### src/rtl/seq_divider_16bit_pkg.sv
// Shared definitions for the sequential divider.
//   - div_state_t : FSM state encoding (IDLE/RUN/DONE)
//   - DIV_WIDTH   : default operand/result width
//   - cla4()      : 4-bit carry-lookahead adder group, returns {carry_out, sum}
package seq_divider_16bit_pkg;

    localparam int unsigned DIV_WIDTH = 16;

    typedef enum logic [1:0] {
        S_IDLE = 2'b00,
        S_RUN  = 2'b01,
        S_DONE = 2'b10
    } div_state_t;

    function automatic logic [4:0] cla4(input logic [3:0] a,
                                        input logic [3:0] b,
                                        input logic       cin);
        logic [3:0] p;
        logic [3:0] g;
        logic [4:0] c;
        p    = a ^ b;
        g    = a & b;
        c[0] = cin;
        c[1] = g[0] | (p[0] & c[0]);
        c[2] = g[1] | (p[1] & g[0]) | (p[1] & p[0] & c[0]);
        c[3] = g[2] | (p[2] & g[1]) | (p[2] & p[1] & g[0]) | (p[2] & p[1] & p[0] & c[0]);
        c[4] = g[3] | (p[3] & g[2]) | (p[3] & p[2] & g[1]) | (p[3] & p[2] & p[1] & g[0])
             | (p[3] & p[2] & p[1] & p[0] & c[0]);
        return {c[4], p ^ c[3:0]};
    endfunction

endpackage

### src/rtl/seq_divider_16bit_cla_sub.sv
// N-bit subtractor built from cascaded 4-bit CLA groups (ripple between groups).
// Computes diff = a - b as a + ~b + 1; borrow is the inverted carry out.
// Ports:
//   a, b    in  N  minuend / subtrahend
//   diff    out N  a - b (modulo 2^N)
//   borrow  out 1  high when b > a
module cla_sub_nbit
    import seq_divider_16bit_pkg::*;
#(
    parameter int unsigned N = 17
) (
    input  logic [N-1:0] a,
    input  logic [N-1:0] b,
    output logic [N-1:0] diff,
    output logic         borrow
);

    localparam int unsigned G  = (N + 3) / 4;
    localparam int unsigned NP = G * 4;

    logic [N-1:0]  b_inv;
    logic [NP-1:0] a_p;
    logic [NP-1:0] bn_p;
    logic [NP-1:0] sum_p;
    logic [G:0]    c;
    logic [NP:0]   csum;

    // Top group is zero-padded on both operands, so the real carry out of bit
    // N-1 lands on sum bit N (or on the final group carry when N fills the groups).
    assign b_inv = ~b;
    assign a_p   = NP'(a);
    assign bn_p  = NP'(b_inv);
    assign c[0]  = 1'b1;

    for (genvar gi = 0; gi < G; gi++) begin : g_cla
        assign {c[gi+1], sum_p[4*gi +: 4]} = cla4(a_p[4*gi +: 4], bn_p[4*gi +: 4], c[gi]);
    end

    assign csum   = {c[G], sum_p};
    assign diff   = csum[N-1:0];
    assign borrow = ~csum[N];

    if (NP > N) begin : g_pad
        logic pad_unused;
        assign pad_unused = &{1'b0, csum[NP:N+1]};
    end

endmodule

### src/rtl/seq_divider_16bit.sv
// Multi-cycle unsigned restoring divider, one trial subtraction per clock.
// Ports:
//   clk, rst      clock / synchronous active-high reset
//   start         request, sampled only in IDLE with dividend/divisor
//   quotient      result, held until the next completion
//   remainder     result, held until the next completion
//   busy          high in RUN and DONE
//   done          one-cycle pulse, results valid while high
//   div_by_zero   valid with done, high when divisor was 0
module seq_divider_16bit
    import seq_divider_16bit_pkg::*;
#(
    parameter int unsigned WIDTH = DIV_WIDTH
) (
    input  logic             clk,
    input  logic             rst,
    input  logic             start,
    input  logic [WIDTH-1:0] dividend,
    input  logic [WIDTH-1:0] divisor,
    output logic [WIDTH-1:0] quotient,
    output logic [WIDTH-1:0] remainder,
    output logic             busy,
    output logic             done,
    output logic             div_by_zero
);

    localparam int unsigned CW = $clog2(WIDTH);

    div_state_t       state_q;
    logic [WIDTH-1:0] d_q, q_q, r_q;
    logic [WIDTH-1:0] quotient_q, remainder_q;
    logic [CW-1:0]    cnt_q;
    logic             busy_q, done_q, dbz_q;

    logic [WIDTH:0]   r_shift;
    logic [WIDTH:0]   diff;
    logic             borrow;
    logic [WIDTH-1:0] q_d, r_d;
    logic             diff_unused;

    // Shifted remainder is WIDTH+1 bits so MSB-set divisors never overflow.
    assign r_shift = {r_q, q_q[WIDTH-1]};

    cla_sub_nbit #(.N(WIDTH + 1)) u_sub (
        .a      (r_shift),
        .b      ({1'b0, d_q}),
        .diff   (diff),
        .borrow (borrow)
    );

    // A successful trial always leaves a remainder below the divisor, so the top
    // difference bit is zero whenever it is used.
    assign diff_unused = diff[WIDTH];
    assign r_d = borrow ? r_shift[WIDTH-1:0] : diff[WIDTH-1:0];
    assign q_d = {q_q[WIDTH-2:0], ~borrow};

    always_ff @(posedge clk) begin
        if (rst) begin
            state_q     <= S_IDLE;
            d_q         <= '0;
            q_q         <= '0;
            r_q         <= '0;
            cnt_q       <= '0;
            quotient_q  <= '0;
            remainder_q <= '0;
            busy_q      <= 1'b0;
            done_q      <= 1'b0;
            dbz_q       <= 1'b0;
        end else begin
            case (state_q)
                S_IDLE: begin
                    done_q <= 1'b0;
                    if (start) begin
                        busy_q <= 1'b1;
                        if (divisor == '0) begin
                            state_q     <= S_DONE;
                            quotient_q  <= '1;
                            remainder_q <= dividend;
                            dbz_q       <= 1'b1;
                            done_q      <= 1'b1;
                        end else begin
                            state_q <= S_RUN;
                            d_q     <= divisor;
                            q_q     <= dividend;
                            r_q     <= '0;
                            cnt_q   <= '0;
                        end
                    end
                end
                S_RUN: begin
                    q_q   <= q_d;
                    r_q   <= r_d;
                    cnt_q <= cnt_q + 1'b1;
                    if (cnt_q == CW'(WIDTH - 1)) begin
                        state_q     <= S_DONE;
                        quotient_q  <= q_d;
                        remainder_q <= r_d;
                        dbz_q       <= 1'b0;
                        done_q      <= 1'b1;
                    end
                end
                S_DONE: begin
                    state_q <= S_IDLE;
                    busy_q  <= 1'b0;
                    done_q  <= 1'b0;
                end
                default: begin
                    state_q <= S_IDLE;
                    busy_q  <= 1'b0;
                    done_q  <= 1'b0;
                end
            endcase
        end
    end

    assign quotient    = quotient_q;
    assign remainder   = remainder_q;
    assign busy        = busy_q;
    assign done        = done_q;
    assign div_by_zero = dbz_q;

endmodule

### config.mk
export PLATFORM = sky130hd
export DESIGN_NAME = seq_divider_16bit
export DESIGN_NICKNAME = d
export VERILOG_FILES = /design/src/rtl/seq_divider_16bit_pkg.sv /design/src/rtl/seq_divider_16bit_cla_sub.sv /design/src/rtl/seq_divider_16bit.sv
export SDC_FILE = /design/constraint.sdc
export NUM_CORES = 1
export LEC_CHECK = 0
export BUFFER_PORTS_ARGS = -buffer_cell sky130_fd_sc_hd__buf_2
export CAP_MARGIN = 20
export CORE_MARGIN = 5
export CORE_UTILIZATION = 50
export DETAILED_ROUTE_END_ITERATION = 7
export PLACE_DENSITY_LB_ADDON = 0.12
export SYNTH_ARGS = -nofsm -noshare
export SYNTH_HDL_FRONTEND = slang
export SYNTH_SLANG_ARGS = --single-unit
### constraint.sdc
create_clock -name clk -period 3.4 [get_ports clk]
set_input_delay 0.68 -clock clk [delete_from_list [all_inputs] [get_ports clk]]
set_output_delay 0.68 -clock clk [all_outputs]
set_load 0.005 [all_outputs]
# Yosys cells after proc, flatten, opt, wreduce, memory -nomap -nowiden

Index checks and enable logic that the tools add are counted.

Bitwise logic cells: 120
Muxes and demuxes: 32
Eq/ne operators: 6
Reduce and logical (&&, ||, !) cells: 8
Add/sub/neg operators: 1

Operators by type and width:

| operator              | number |
|---|---|
| $mux W16              | 11 |
| $pmux W16 S2          | 4 |
| $and A1 B1 Y1         | 62 |
| $or A1 B1 Y1          | 41 |
| $xor A4 B4 Y4         | 8 |
| $not A16 Y17          | 1 |
| $and A4 B4 Y4         | 4 |
| $logic_not A16 Y1     | 1 |
| $mux W4               | 2 |
| $ne A2 B2 Y1 const B  | 4 |
| $pmux W4 S2           | 1 |
| $mux W1               | 7 |
| $mux W2               | 3 |
| $pmux W1 S2           | 3 |
| $reduce_and A3 Y1     | 2 |
| $add A4 B1 Y4 const B | 1 |
| $eq A4 B4 Y1 const B  | 1 |
| $pmux W2 S2           | 1 |
| $reduce_and A2 Y1     | 2 |
| $reduce_and A4 Y1     | 1 |
| $eq A2 B1 Y1 const B  | 1 |
| $logic_not A2 Y1      | 1 |
| $not A1 Y1            | 2 |
| $reduce_bool A2 Y1    | 1 |
| 2 further kinds       | 2 |

Logic and storage cells: 177
Register bits: 89
Output and inout port bits: 35
Input bits: 35

# Depth between registers and ports, before layout

Gate-level depths: netlist (run 1).

Word-level depth: 19
Gate-level depth with buffers: 11
Depth with buffers taken out: 11

# Modules after synthesis

A second synthesis (run 1) with hierarchy kept.

Cell total of the unflattened synthesis: 516
Area, all modules: 4621.9 µm²

By module, submodules not included:

| module            | area an instance (µm²) | times used | sequential area each (µm²) | cells an instance |
|---|---|---|---|---|
| seq_divider_16bit | 3853.7                 | 1          | 1781.7                     | 415 |
| cla_sub_nbit      | 768.2                  | 1          | 0.0                        | 101 |

# Worst setup path before layout (run 1)

No wires, ideal clock.

Path kind: flip-flop to flip-flop
Start point: register d_q[2]
End point: register remainder_q[12], in the netlist remainder[12]
Clock period less this slack: 2.458 ns
Buffers on the path: 0
Cell stages (with the launch flop): 12
Data arrival time: 2.383 ns
Slack: 0.942 ns
Setup time: 0.076 ns
Required time: 3.324 ns
Cell sequence: dfxtp_1 inv_1 ha_1 o21a_1 o2bb2ai_1 o21a_1 nor2_1 a311oi_1 fa_1 nand2_1 o21ai_0 o22ai_1

Longest elaborated chain between the ends: 19
Elaborated cells between the ends (all ways): 26
Classes of those cells: mux: 3; bitwise: 23

RTL lines:

| item                                           | RTL line                                                 | text |
|---|---|---|
| from (decl)                                    | seq_divider_16bit.sv:30                                  | `logic [WIDTH-1:0] d_q, q_q, r_q;` |
| from (signal assigned)                         | seq_divider_16bit.sv:83                                  | `d_q <= divisor;` |
| $not A16 Y17 (*)                               | seq_divider_16bit_cla_sub.sv:30                          | `assign b_inv = ~b;` |
| $and A4 B4 Y4 or $xor A4 B4 Y4 (tied branches) | seq_divider_16bit_pkg.sv:22, seq_divider_16bit_pkg.sv:21 |  |
| $and A1 B1 Y1 (on tied branches)               | seq_divider_16bit_pkg.sv:27, seq_divider_16bit_pkg.sv:28 |  |
| $or A1 B1 Y1, or another cell as far along     | seq_divider_16bit_pkg.sv:27                              | `c[4] = g[3] \| (p[3] & g[2]) \| (p[3] & p[2] & g[1]) \| (p[3] & p[2] & p[1] & g[0])` |
| $or A1 B1 Y1 or $and A1 B1 Y1 (tied branches)  | seq_divider_16bit_pkg.sv:27                              |  |
| $or A1 B1 Y1                                   | seq_divider_16bit_pkg.sv:27                              |  |
| $or A1 B1 Y1 (*)                               | seq_divider_16bit_pkg.sv:28                              | `\| (p[3] & p[2] & p[1] & p[0] & c[0]);` |
| $and A1 B1 Y1 (*)                              | seq_divider_16bit_pkg.sv:28                              |  |
| [... 3 more ...]                               | n/a                                                      |  |
| $and A1 B1 Y1                                  | seq_divider_16bit_pkg.sv:28                              |  |
| $or A1 B1 Y1                                   | seq_divider_16bit_pkg.sv:28                              |  |
| $and A1 B1 Y1                                  | seq_divider_16bit_pkg.sv:24                              | `c[1] = g[0] \| (p[0] & c[0]);` |
| $or A1 B1 Y1                                   | seq_divider_16bit_pkg.sv:24                              |  |
| $xor A1 B2 Y2                                  | seq_divider_16bit_pkg.sv:29                              | `return {c[4], p ^ c[3:0]};` |
| $mux W16 (*)                                   | seq_divider_16bit.sv:54                                  | `assign r_d = borrow ? r_shift[WIDTH-1:0] : diff[WIDTH-1:0];` |
| $mux W16 (*)                                   | seq_divider_16bit.sv:94                                  | `if (cnt_q == CW'(WIDTH - 1)) begin` |
| $pmux W16 S2 (*)                               | seq_divider_16bit.sv:70                                  | `case (state_q)` |
| to (signal assigned)                           | seq_divider_16bit.sv:78                                  | `remainder_q <= dividend;` |
| to (signal assigned)                           | seq_divider_16bit.sv:97                                  | `remainder_q <= r_d;` |
| to (decl)                                      | seq_divider_16bit.sv:31                                  | `logic [WIDTH-1:0] quotient_q, remainder_q;` |

Every way passes the cells marked *; elsewhere a longest branch is shown, timed or not. The select of a mux whose other input is x is not followed.
A chain may end at the register's enable or synchronous reset.

# Worst setup path after layout (run 1)

Start point: register d_q[0]
End point: register remainder_q[13], in the netlist remainder[13]

Longest elaborated chain between the ends: 17
Elaborated cells between the ends (all ways): 22
Classes of those cells: mux: 3; bitwise: 19

RTL lines:

| item              | RTL line                        | text |
|---|---|---|
| $not A16 Y17 (*)  | seq_divider_16bit_cla_sub.sv:30 |  |
| $and A4 B4 Y4     | seq_divider_16bit_pkg.sv:22     | `g = a & b;` |
| $and A1 B1 Y1     | seq_divider_16bit_pkg.sv:27     |  |
| $or A1 B1 Y1      | seq_divider_16bit_pkg.sv:27     |  |
| $or A1 B1 Y1 (*)  | seq_divider_16bit_pkg.sv:28     |  |
| $and A1 B1 Y1 (*) | seq_divider_16bit_pkg.sv:28     |  |
| $or A1 B1 Y1 (*)  | seq_divider_16bit_pkg.sv:28     |  |
| $and A1 B1 Y1 (*) | seq_divider_16bit_pkg.sv:28     |  |
| $or A1 B1 Y1 (*)  | seq_divider_16bit_pkg.sv:28     |  |
| $and A1 B1 Y1     | seq_divider_16bit_pkg.sv:28     |  |
| $or A1 B1 Y1      | seq_divider_16bit_pkg.sv:28     |  |
| $and A1 B1 Y1     | seq_divider_16bit_pkg.sv:24     |  |
| $or A1 B1 Y1      | seq_divider_16bit_pkg.sv:24     |  |
| $xor A1 B2 Y2     | seq_divider_16bit_pkg.sv:29     |  |
| $mux W16 (*)      | seq_divider_16bit.sv:54         |  |
| $mux W16 (*)      | seq_divider_16bit.sv:94         |  |
| $pmux W16 S2 (*)  | seq_divider_16bit.sv:70         |  |

Marks and branches as above.

==> results.json, run 1 <==
{
  "outcome": "finished clean",
  "required_ps": 3630,
  "first_global_vias": 3576,
  "post_cts_setup_bufs": 0,
  "timing.clock.skew_ps": 12.43,
  "post-route-drc-count": 0,
  "global_route_wire_length_before_repair_mm": 17.43,
  "maxUsedRoutingLayer": "met4",
  "grt_antenna_before_repair": 0,
  "ys_dominant_reg_cell": "sky130_fd_sc_hd__dfxtp_1",
  "detailedRoute.firstIterationViolations": 192,
  "port_buffers": 69,
  "hold_path.class": "flip-flop to flip-flop",
  "chipWidth_um": 103.0,
  "crit_family": "compound AO/OA/AOI/OAI gates",
  "static-leakage-power_nw": 2.038,
  "drt_pre_antenna_iters": 4,
  "multi_input_comb_area_um2": 2318,
  "hold_viol_final": 0,
  "stages_on_worst_setup_path": 12,
  "floorplan.io_pins": 70,
  "min_delay_worst_endpoint": "r_q[13]",
  "tns_setup_ps": 0,
  "synthDominantCellAreaShare_pct": 41.17,
  "worstPathArrival_ps": 3020,
  "setup.reg_to_reg.worst_slack_ps": 610,
  "reg2regPathDepth": 12,
  "synth_commonest_cells": "sky130_fd_sc_hd__dfxtp_1 (89), sky130_fd_sc_hd__nor2_1 (70), sky130_fd_sc_hd__nand2_1 (68), sky130_fd_sc_hd__inv_1 (23)",
  "flow.area_growth_from_synthesis_pct": 14.40,
  "postSynth.asyncResetShare_pct": 0,
  "final_min_period_over_clock_period_pct": 82.11,
  "timing.slew.headroom_pct": 32.89,
  "cts_resized": 0,
  "number_of_inserted_filler_cells_in_the_final_layout": 817,
  "diodes": 0,
  "synth-simple-area-share_pct": 16.94,
  "maxCapViolations": 0,
  "worstSetupEndpointType": "flip-flop",
  "route.met3.wl_um": 516,
  "critical_path.max_fanout": 5,
  "synthDominantAreaCellType": "sky130_fd_sc_hd__dfxtp_1",
  "synth-compound-area-share_pct": 23.10,
  "grt_max_degree": 35,
  "numCtsBuffers": 9,
  "power.total_mw": 2.677,
  "synth_seq_cells": 89,
  "max-clock-path-buffers": 2,
  "synth_fp_nets": 550,
  "max_freq_mhz": 358.2,
  "groute.usage.overall_pct": 21.03,
  "hold_start": "r_q[13]",
  "area.sequential_um2": 1782,
  "cts-htree-levels": 3,
  "design.final.nets": 608,
  "rsz0062_at_grt": "false",
  "worst-setup-path-type": "flip-flop to flip-flop",
  "setup-violations-final": 0,
  "layout-drive-gt1-share_pct": 22.98,
  "synth_area_leaders": "sky130_fd_sc_hd__dfxtp_1 (41%), sky130_fd_sc_hd__nor2_1 (6.1%), sky130_fd_sc_hd__nand2_1 (5.9%), sky130_fd_sc_hd__ha_1 (5.2%), sky130_fd_sc_hd__mux2i_1 (4.4%)",
  "synth.distinct_cells": 51,
  "drt_wl_total_mm": 10.90,
  "yosysWarningCount": 0,
  "core_area_um2": 8593,
  "r2r-start": "d_q[0]",
  "place.detailed.hpwl_mm": 8.140,
  "avgRoutedWirePerCell_um": 16.39,
  "postSynthCellCount": 494,
  "timing.critical_path.buf_inv": 2,
  "grt_remaining_overflow": 0,
  "finalWeightedCongestion": 0.8149,
  "crit_path_top_delay_cell": "sky130_fd_sc_hd__a31oi_1",
  "row_count": 34,
  "clkTransAtPathRegs_ps": 100,
  "power_density_nw_per_um2": 540.7,
  "worst_skew_pair.late_latency_ps": 360,
  "cts-root-buf": "sky130_fd_sc_hd__clkbuf_8",
  "timing.final.max_slew_violations": 0,
  "cp_common_cell": "sky130_fd_sc_hd__a311oi_1",
  "synth_seq_area_share_pct": 41.17,
  "routed-wl-met2_mm": 5.111,
  "die_h_um": 103.0,
  "combinational_family_with_the_most_area_after_synthesis": "compound AO/OA/AOI/OAI gates",
  "synth_area_per_cell_um2": 8.761,
  "cts_tree": "built",
  "synthMostInstantiatedCell": "sky130_fd_sc_hd__dfxtp_1",
  "whs_path_depth": 2,
  "tightestPinTransition_ps": 1007,
  "synth_xor_xnor_area_share_pct": 2.428,
  "reg2reg_to": "remainder[13]",
  "die_area_um2": 10620,
  "synthMuxAreaShare_pct": 4.394,
  "route.detailed.vias_per_inst": 5.654,
  "post_synth_fa_ha_maj_area_fraction_pct": 6.592,
  "count_of_flip_flops_with_a_built_in_enable_after_synthesis": 0,
  "postRouteAntennaNets": 0,
  "min_period_ps": 2792,
  "power.ir.vdd_worst_mv": 0.2682,
  "vias": 3760,
  "synthesis.area_um2": 4328,
  "wl_met1_mm": 5.089,
  "final_core_utilization_pct": 57.62,
  "critical_path.max_stage_delay_ps": 370,
  "timing.critical_path.from_type": "flip-flop",
  "ctsHoldBuffers": 0,
  "numClockSinks": 89,
  "crit_chain": "inv_1, ha_1, o21ai_0, o2bb2ai_1, buf_4, o21a_1, nor2_1, a311oi_1, fa_1, xnor2_1, a31oi_1, a311oi_1",
  "initial_utilization_pct": 50.36
}
==> kinds of logic after synthesis <==
logic type      Yosys count
compound gates          124
buf+inv                  55
mux                      19
flops                    89
fa+ha+maj                21
simple gates            174
xor+xnor                 12
==> state kept, by name (all words and copies together), names as in the netlist <==
name,count
remainder,16
d_q,16
quotient,16
div_by_zero,1
r_q,16
q_q,16
busy,1
done,1
cnt_q,4
state_q,2
==> worst max path at each step <==
stage | from | to | slack [ps]
floorplan | d_q[2] | remainder[12] | 940
global placement | d_q[0] | remainder[13] | 620
detailed placement | d_q[0] | remainder[13] | 570
CTS | d_q[0] | remainder[13] | 570
global route | d_q[0] | remainder[13] | 440
finish | d_q[0] | remainder[13] | 610
==> area by class of cell <==
| type | count | share of cell area [%] |
|---|---|---|
| multi-input cells | 350 | 46.83 |
| flip-flops and latches | 89 | 35.99 |
| repair buffers | 78 | 8.592 |
| well taps | 108 | 2.729 |
| clock buffers | 10 | 2.578 |
| inverters | 24 | 1.820 |
| clock inverters | 6 | 1.466 |
==> report_power, final <==
part	internal, mW	switching (mW)	total, mW
Sequential	1.10	0.0491	1.15
Combinational	0.326	0.457	0.783
Clock	0.349	0.397	0.746
Total	1.77	0.903	2.68
==> layer usage <==
layer / vias to the layer above / global-route usage, %
met1: 1767 / 28.60
met5: - / 0
met2: 93 / 34.14
met3: 16 / 2.977
met4: 0 / 7.470
li1: 1884 / -
==> layout by cell type (no fill, tap or decap), types with 6 or more instances in the layout <==
cell type / n
sky130_fd_sc_hd__nor3_1: 12
sky130_fd_sc_hd__a21oi_1: 22
sky130_fd_sc_hd__a311oi_1: 19
sky130_fd_sc_hd__o221a_2: 14
sky130_fd_sc_hd__buf_2: 69
sky130_fd_sc_hd__inv_1: 23
sky130_fd_sc_hd__clkbuf_8: 9
sky130_fd_sc_hd__a31oi_2: 6
sky130_fd_sc_hd__nand2_1: 68
sky130_fd_sc_hd__buf_4: 8
sky130_fd_sc_hd__o21ai_0: 20
sky130_fd_sc_hd__a311oi_2: 6
sky130_fd_sc_hd__mux2i_1: 19
sky130_fd_sc_hd__xnor2_1: 6
sky130_fd_sc_hd__dfxtp_1: 89
sky130_fd_sc_hd__ha_1: 18
sky130_fd_sc_hd__xor2_1: 6
sky130_fd_sc_hd__nor2_1: 69
==> worst min-delay path, delay by kind of cell (launching register included) <==
family,cells,cell delay (ps)
flip-flops,1,330
AND/OR/NAND/NOR,1,60
AO/OA/AOI/OAI,1,50
==> stage by stage <==
step / setup WS (ps) / hold slack [ps] / instances / cell area [um^2]
floorplan: 941.7 / 448.0 / 494 / 4328
global route: 440.2 / 501.8 / 665 / 4951
finish: 608.3 / 479.3 / 665 / 4951
CTS: 573.3 / 482.2 / 665 / 4951
detailed placement: 570.1 / 465.9 / 649 / 4751
global placement: 624.1 / 453.4 / 649 / 4751
(Power assumes the default switching activity.)
==> run 2: changes to the inputs <==
==> constraint.sdc (replaced) <==
create_clock -name clk -period 2.8 [get_ports clk]
set_input_delay 0.56 -clock clk [delete_from_list [all_inputs] [get_ports clk]]
set_output_delay 0.56 -clock clk [all_outputs]
set_load 0.005 [all_outputs]
==> run 2 against run 1 <==
  * Wire length fell by 0.85%
  * Total power up 20%
  * Fmax increased by 7.0%
  * Sequential share of layout area shrank 0.37 points
  * Cell count up 0.90%
  * Via count rose by 0.85%
==> results.json, run 2 (synthesized netlist as in run 1, its figures left out) <==
{
  "setup-violations-final": 0,
  "min_period_ps": 2610,
  "crit_path_top_delay_cell": "sky130_fd_sc_hd__dfxtp_1",
  "hold_viol_final": 0,
  "postRouteAntennaNets": 0,
  "global_route.usage.met1_pct": 28.02,
  "cts_tree": "built",
  "finalWeightedCongestion": 0.8244,
  "numCtsBuffers": 9,
  "critical_path.max_stage_delay_ps": 390,
  "timing.clock.skew_ps": 10.51,
  "grt_remaining_overflow": 0,
  "flow.area_growth_from_synthesis_pct": 15.58,
  "grt-busiest-layer": "met2",
  "layout-drive-gt1-share_pct": 24.16,
  "leading_cell_type_in_the_layout_fill_and_taps_excluded": "sky130_fd_sc_hd__dfxtp_1",
  "grt_max_degree": 52,
  "drt_wl_total_mm": 10.80,
  "power.ir.vdd_worst_mv": 0.2972,
  "first_global_vias": 3591,
  "die_h_um": 103.0,
  "chipWidth_um": 103.0,
  "row_count": 34,
  "worstSetupEndpointType": "flip-flop",
  "post_cts_setup_bufs": 0,
  "max_freq_mhz": 383.2,
  "gr-usage-met3_pct": 3.315,
  "maxCapViolations": 0,
  "design.final.nets": 614,
  "use_met2_pct": 33.99,
  "port_buffers": 69,
  "global_route_wire_length_before_repair_mm": 17.39,
  "timing.critical_path.buf_inv": 2,
  "crit_family": "compound AO/OA/AOI/OAI gates",
  "worst_skew_pair.late_latency_ps": 360,
  "final.hold.worst_slack_ps": 447.3,
  "post-route-drc-count": 0,
  "timing.final.max_slew_violations": 0,
  "worst-setup-path-type": "flip-flop to flip-flop",
  "cts-htree-levels": 3,
  "vias": 3792,
  "die_area_um2": 10620,
  "final_core_utilization_pct": 58.21,
  "floorplan.io_pins": 70,
  "diodes": 0,
  "timing.critical_path.from_type": "flip-flop",
  "tightestPinTransition_ps": 693.4,
  "drt_pre_antenna_iters": 5,
  "timing.slew.headroom_pct": 53.35,
  "critical_path.max_fanout": 15,
  "max-clock-path-buffers": 2,
  "layoutNonFillerInstCount": 671,
  "outcome": "finished clean",
  "final_min_period_over_clock_period_pct": 93.21,
  "clkTransAtPathRegs_ps": 90,
  "layout.cells.most_common_list": "sky130_fd_sc_hd__dfxtp_1 (89), sky130_fd_sc_hd__nor2_1 (69), sky130_fd_sc_hd__buf_2 (69)",
  "hold_path.class": "input pin to flip-flop",
  "groute.usage.overall_pct": 21.07,
  "route.detailed.vias_per_inst": 5.651,
  "grt_antenna_before_repair": 0,
  "avgRoutedWirePerCell_um": 16.10,
  "numClockSinks": 89,
  "crit_chain": "inv_1, ha_1, nand4_1, or3_1, o32a_2, a31oi_4, buf_6, mux2i_2, nor2_1, o21a_1",
  "rsz0062_at_grt": "false",
  "detailedRoute.firstIterationViolations": 193,
  "required_ps": 3060,
  "place.detailed.hpwl_mm": 8.134,
  "initial_utilization_pct": 50.36,
  "core_area_um2": 8593,
  "power_density_nw_per_um2": 642.9,
  "static-leakage-power_nw": 2.066,
  "post_place_cells": 655,
  "tns_setup_ps": 0,
  "worstPathArrival_ps": 2870,
  "cts-root-buf": "sky130_fd_sc_hd__clkbuf_8"
}
-- run 2: area by class of cell --
| type | count | area [um^2] |
|---|---|---|
| fill | 791 | 3591 |
| multi-input combinational | 350 | 2328 |
| sequential | 89 | 1782 |
| timing repair buffer | 84 | 486.7 |
| tap | 108 | 135.1 |
| clock buffer | 10 | 127.6 |
| inverter | 24 | 90.09 |
| clock inverter | 6 | 52.55 |
-- run 2: routing by layer --
metal,vias to the layer above,share of wire [%]
met1,1763,46
met3,17,5.2
met4,0,1.9
li1,1904,-
met2,108,47
met5,-,0
-- run 2: worst paths after layout --
kind	startpoint	endpoint	slack [ps]	cells past startpoint
worst max register to register	d_q[4]	remainder[10]	190	10
worst min register to register	busy	busy	480	1
worst min-delay path	divisor[15]	d_q[15]	450	3
worst max-delay path	d_q[4]	remainder[10]	190	10
-- run 2: metrics by stage --
stage	total power, mW	area (um^2)	setup WS, ps
6_report	3.216	5002	190.2
5_1_grt	3.412	5002	9.608
4_1_cts	3.214	4989	102.0
3_5_place_dp	2.394	4808	75.57
3_3_place_gp	2.375	4808	89.89
2_1_floorplan	2.159	4328	341.7
-- run 2: repair_timing --
action / 4_1_cts / 5_1_grt
setup endpoints to repair: 0 / 4
hold buffers: 0 / 0
resized for setup: 0 / 4
-- run 2: worst register-to-register path: cells and delay by family (launching register included) --
| kind | cells | cell delay (ps) |
|---|---|---|
| AO/OA/AOI/OAI | 3 | 650 |
| AND/OR/NAND/NOR | 3 | 620 |
| flip-flops | 1 | 390 |
| multiplexers | 1 | 310 |
| adder cells (fa/ha/maj) | 1 | 300 |
| buffers and inverters | 2 | 260 |
-- run 2: power breakdown --
part	internal (mW)	leakage (nW)	switching [mW]	total, mW
Combinational	0.425	1.26	0.576	1.00
Clock	0.335	0.0850	0.488	0.823
Sequential	1.33	0.725	0.0580	1.39
==> run 3: changes to the inputs <==
--- a/config.mk
+++ b/config.mk
@@ -7,7 +7,7 @@
 export LEC_CHECK = 0
 export BUFFER_PORTS_ARGS = -buffer_cell sky130_fd_sc_hd__buf_2
 export CAP_MARGIN = 20
-export CORE_MARGIN = 5
+export CORE_MARGIN = 2
 export CORE_UTILIZATION = 50
 export DETAILED_ROUTE_END_ITERATION = 7
 export PLACE_DENSITY_LB_ADDON = 0.12
==> run 3 against run 2 <==
  * Sequential cell count did not move
  * Combinational power is essentially flat
  * Non-clock buffer count decreased by 1
  * First-iteration DRC count fell by 2.1%
  * Setup slack improved by 8.5 ps
  * Critical path type unchanged
==> results.json, run 3 (synthesized netlist as in run 1, its figures left out) <==
{
  "row_count": 33,
  "post-route-cell-area_um2": 4994,
  "layout-drive-gt1-share_pct": 24.02,
  "grt_antenna_before_repair": 0,
  "numCtsBuffers": 9,
  "cts_tree": "built",
  "layout.cells.most_common_list": "sky130_fd_sc_hd__dfxtp_1 (89), sky130_fd_sc_hd__nor2_1 (69), sky130_fd_sc_hd__buf_2 (69)",
  "outcome": "finished clean",
  "power_density_nw_per_um2": 639.8,
  "timing.slew.headroom_pct": 37.44,
  "setup-violations-final": 0,
  "timing.final.max_slew_violations": 0,
  "tightestPinTransition_ps": 938.4,
  "worstSetupEndpointType": "flip-flop",
  "design.final.nets": 613,
  "floorplan.io_pins": 70,
  "worst-setup-path-type": "flip-flop to flip-flop",
  "initial_utilization_pct": 52.15,
  "final_min_period_over_clock_period_pct": 92.90,
  "grt_max_degree": 57,
  "grt_remaining_overflow": 0,
  "worst_skew_pair.late_latency_ps": 370,
  "finalWeightedCongestion": 0.8349,
  "vias": 3813,
  "min_period_ps": 2601,
  "leading_cell_type_in_the_layout_fill_and_taps_excluded": "sky130_fd_sc_hd__dfxtp_1",
  "route.detailed.vias_per_inst": 5.717,
  "avgRoutedWirePerCell_um": 16.07,
  "global_route_wire_length_before_repair_mm": 17.73,
  "required_ps": 3090,
  "maxCapViolations": 0,
  "place.detailed.hpwl_mm": 7.845,
  "max_freq_mhz": 384.4,
  "detailedRoute.firstIterationViolations": 189,
  "power.total_mw": 3.195,
  "max-clock-path-buffers": 2,
  "hold_path.class": "input pin to flip-flop",
  "static-leakage-power_nw": 2.058,
  "post_place_cells": 651,
  "diodes": 0,
  "timing.clock.skew_ps": 7.234,
  "timing.critical_path.from_type": "flip-flop",
  "groute.usage.overall_pct": 23.25,
  "first_global_vias": 3576,
  "chipWidth_um": 97.04,
  "post-route-drc-count": 0,
  "die_h_um": 97.04,
  "drt_pre_antenna_iters": 4,
  "postRouteAntennaNets": 0,
  "layoutNonFillerInstCount": 667,
  "core_area_um2": 8299,
  "power.ir.vdd_worst_mv": 0.3595,
  "numClockSinks": 89,
  "worst_setup_slack_post_dpl_ps": 155.2,
  "port_buffers": 69,
  "flow.area_growth_from_synthesis_pct": 15.38,
  "die_area_um2": 9416,
  "critical_path.max_fanout": 2,
  "hold_viol_final": 0,
  "post_cts_setup_bufs": 0,
  "finalWorstSetupSlack_ps": 198.7,
  "drt_wl_total_mm": 10.72,
  "cts-root-buf": "sky130_fd_sc_hd__clkbuf_8",
  "placed_area_um2": 4810,
  "clkTransAtPathRegs_ps": 90,
  "cts-htree-levels": 3,
  "worstPathArrival_ps": 2890
}
run 3: worst max-delay path, stage by stage (launching register included):
cell	delay, ps
sky130_fd_sc_hd__dfxtp_1	340
sky130_fd_sc_hd__inv_1	40
sky130_fd_sc_hd__ha_1	300
sky130_fd_sc_hd__o21ai_0	290
sky130_fd_sc_hd__o2bb2ai_2	190
sky130_fd_sc_hd__o21a_1	190
sky130_fd_sc_hd__nor2_1	60
sky130_fd_sc_hd__a311oi_1	310
sky130_fd_sc_hd__fa_1	480
sky130_fd_sc_hd__nand2_1	70
sky130_fd_sc_hd__o21ai_0	100
sky130_fd_sc_hd__o22ai_1	170
run 3: timing repair:
item,CTS,global route
gates resized for setup,0,2
hold endpoints to repair,0,0
hold buffers,0,0
setup endpoints to repair,0,5
run 3: metrics by stage:
step	hold slack, ps	utilization (%)	TNS, ps
2_1_floorplan	448.0	-	0
3_3_place_gp	454.3	57.95	0
3_5_place_dp	467.6	57.95	0
4_1_cts	430.7	60.09	0
5_1_grt	452.8	60.17	-18.71
6_report	438.0	60.17	0
run 3: layout make-up:
class,count,area [um^2]
multi-input combinational,350,2325
inverter,24,90.09
clock inverter,7,53.80
tap,105,131.4
sequential,89,1782
fill,763,3306
clock buffer,9,123.9
timing repair buffer,83,488.0
run 3: worst paths after layout:
check | endpoint | slack (ps) | cells after the start | from
worst max-delay path | remainder[12] | 200 | 11 | d_q[0]
worst min-delay path | d_q[9] | 440 | 3 | divisor[9]
worst max register to register | remainder[12] | 200 | 11 | d_q[0]
worst min register to register | busy | 490 | 1 | busy
run 3: power by group:
group,switching [mW],internal (mW),total [mW]
logic,0.566,0.421,0.987
registers,0.0584,1.33,1.39
clock network,0.486,0.330,0.816
total,1.11,2.08,3.20
run 3: layer usage:
layer	GRT usage, %	routed length (um)	vias up
met5	0	0	-
met2	36.75	4993	106
li1	-	-	1885
met4	8.776	223	0
met3	3.757	622	16
met1	32.00	4877	1806
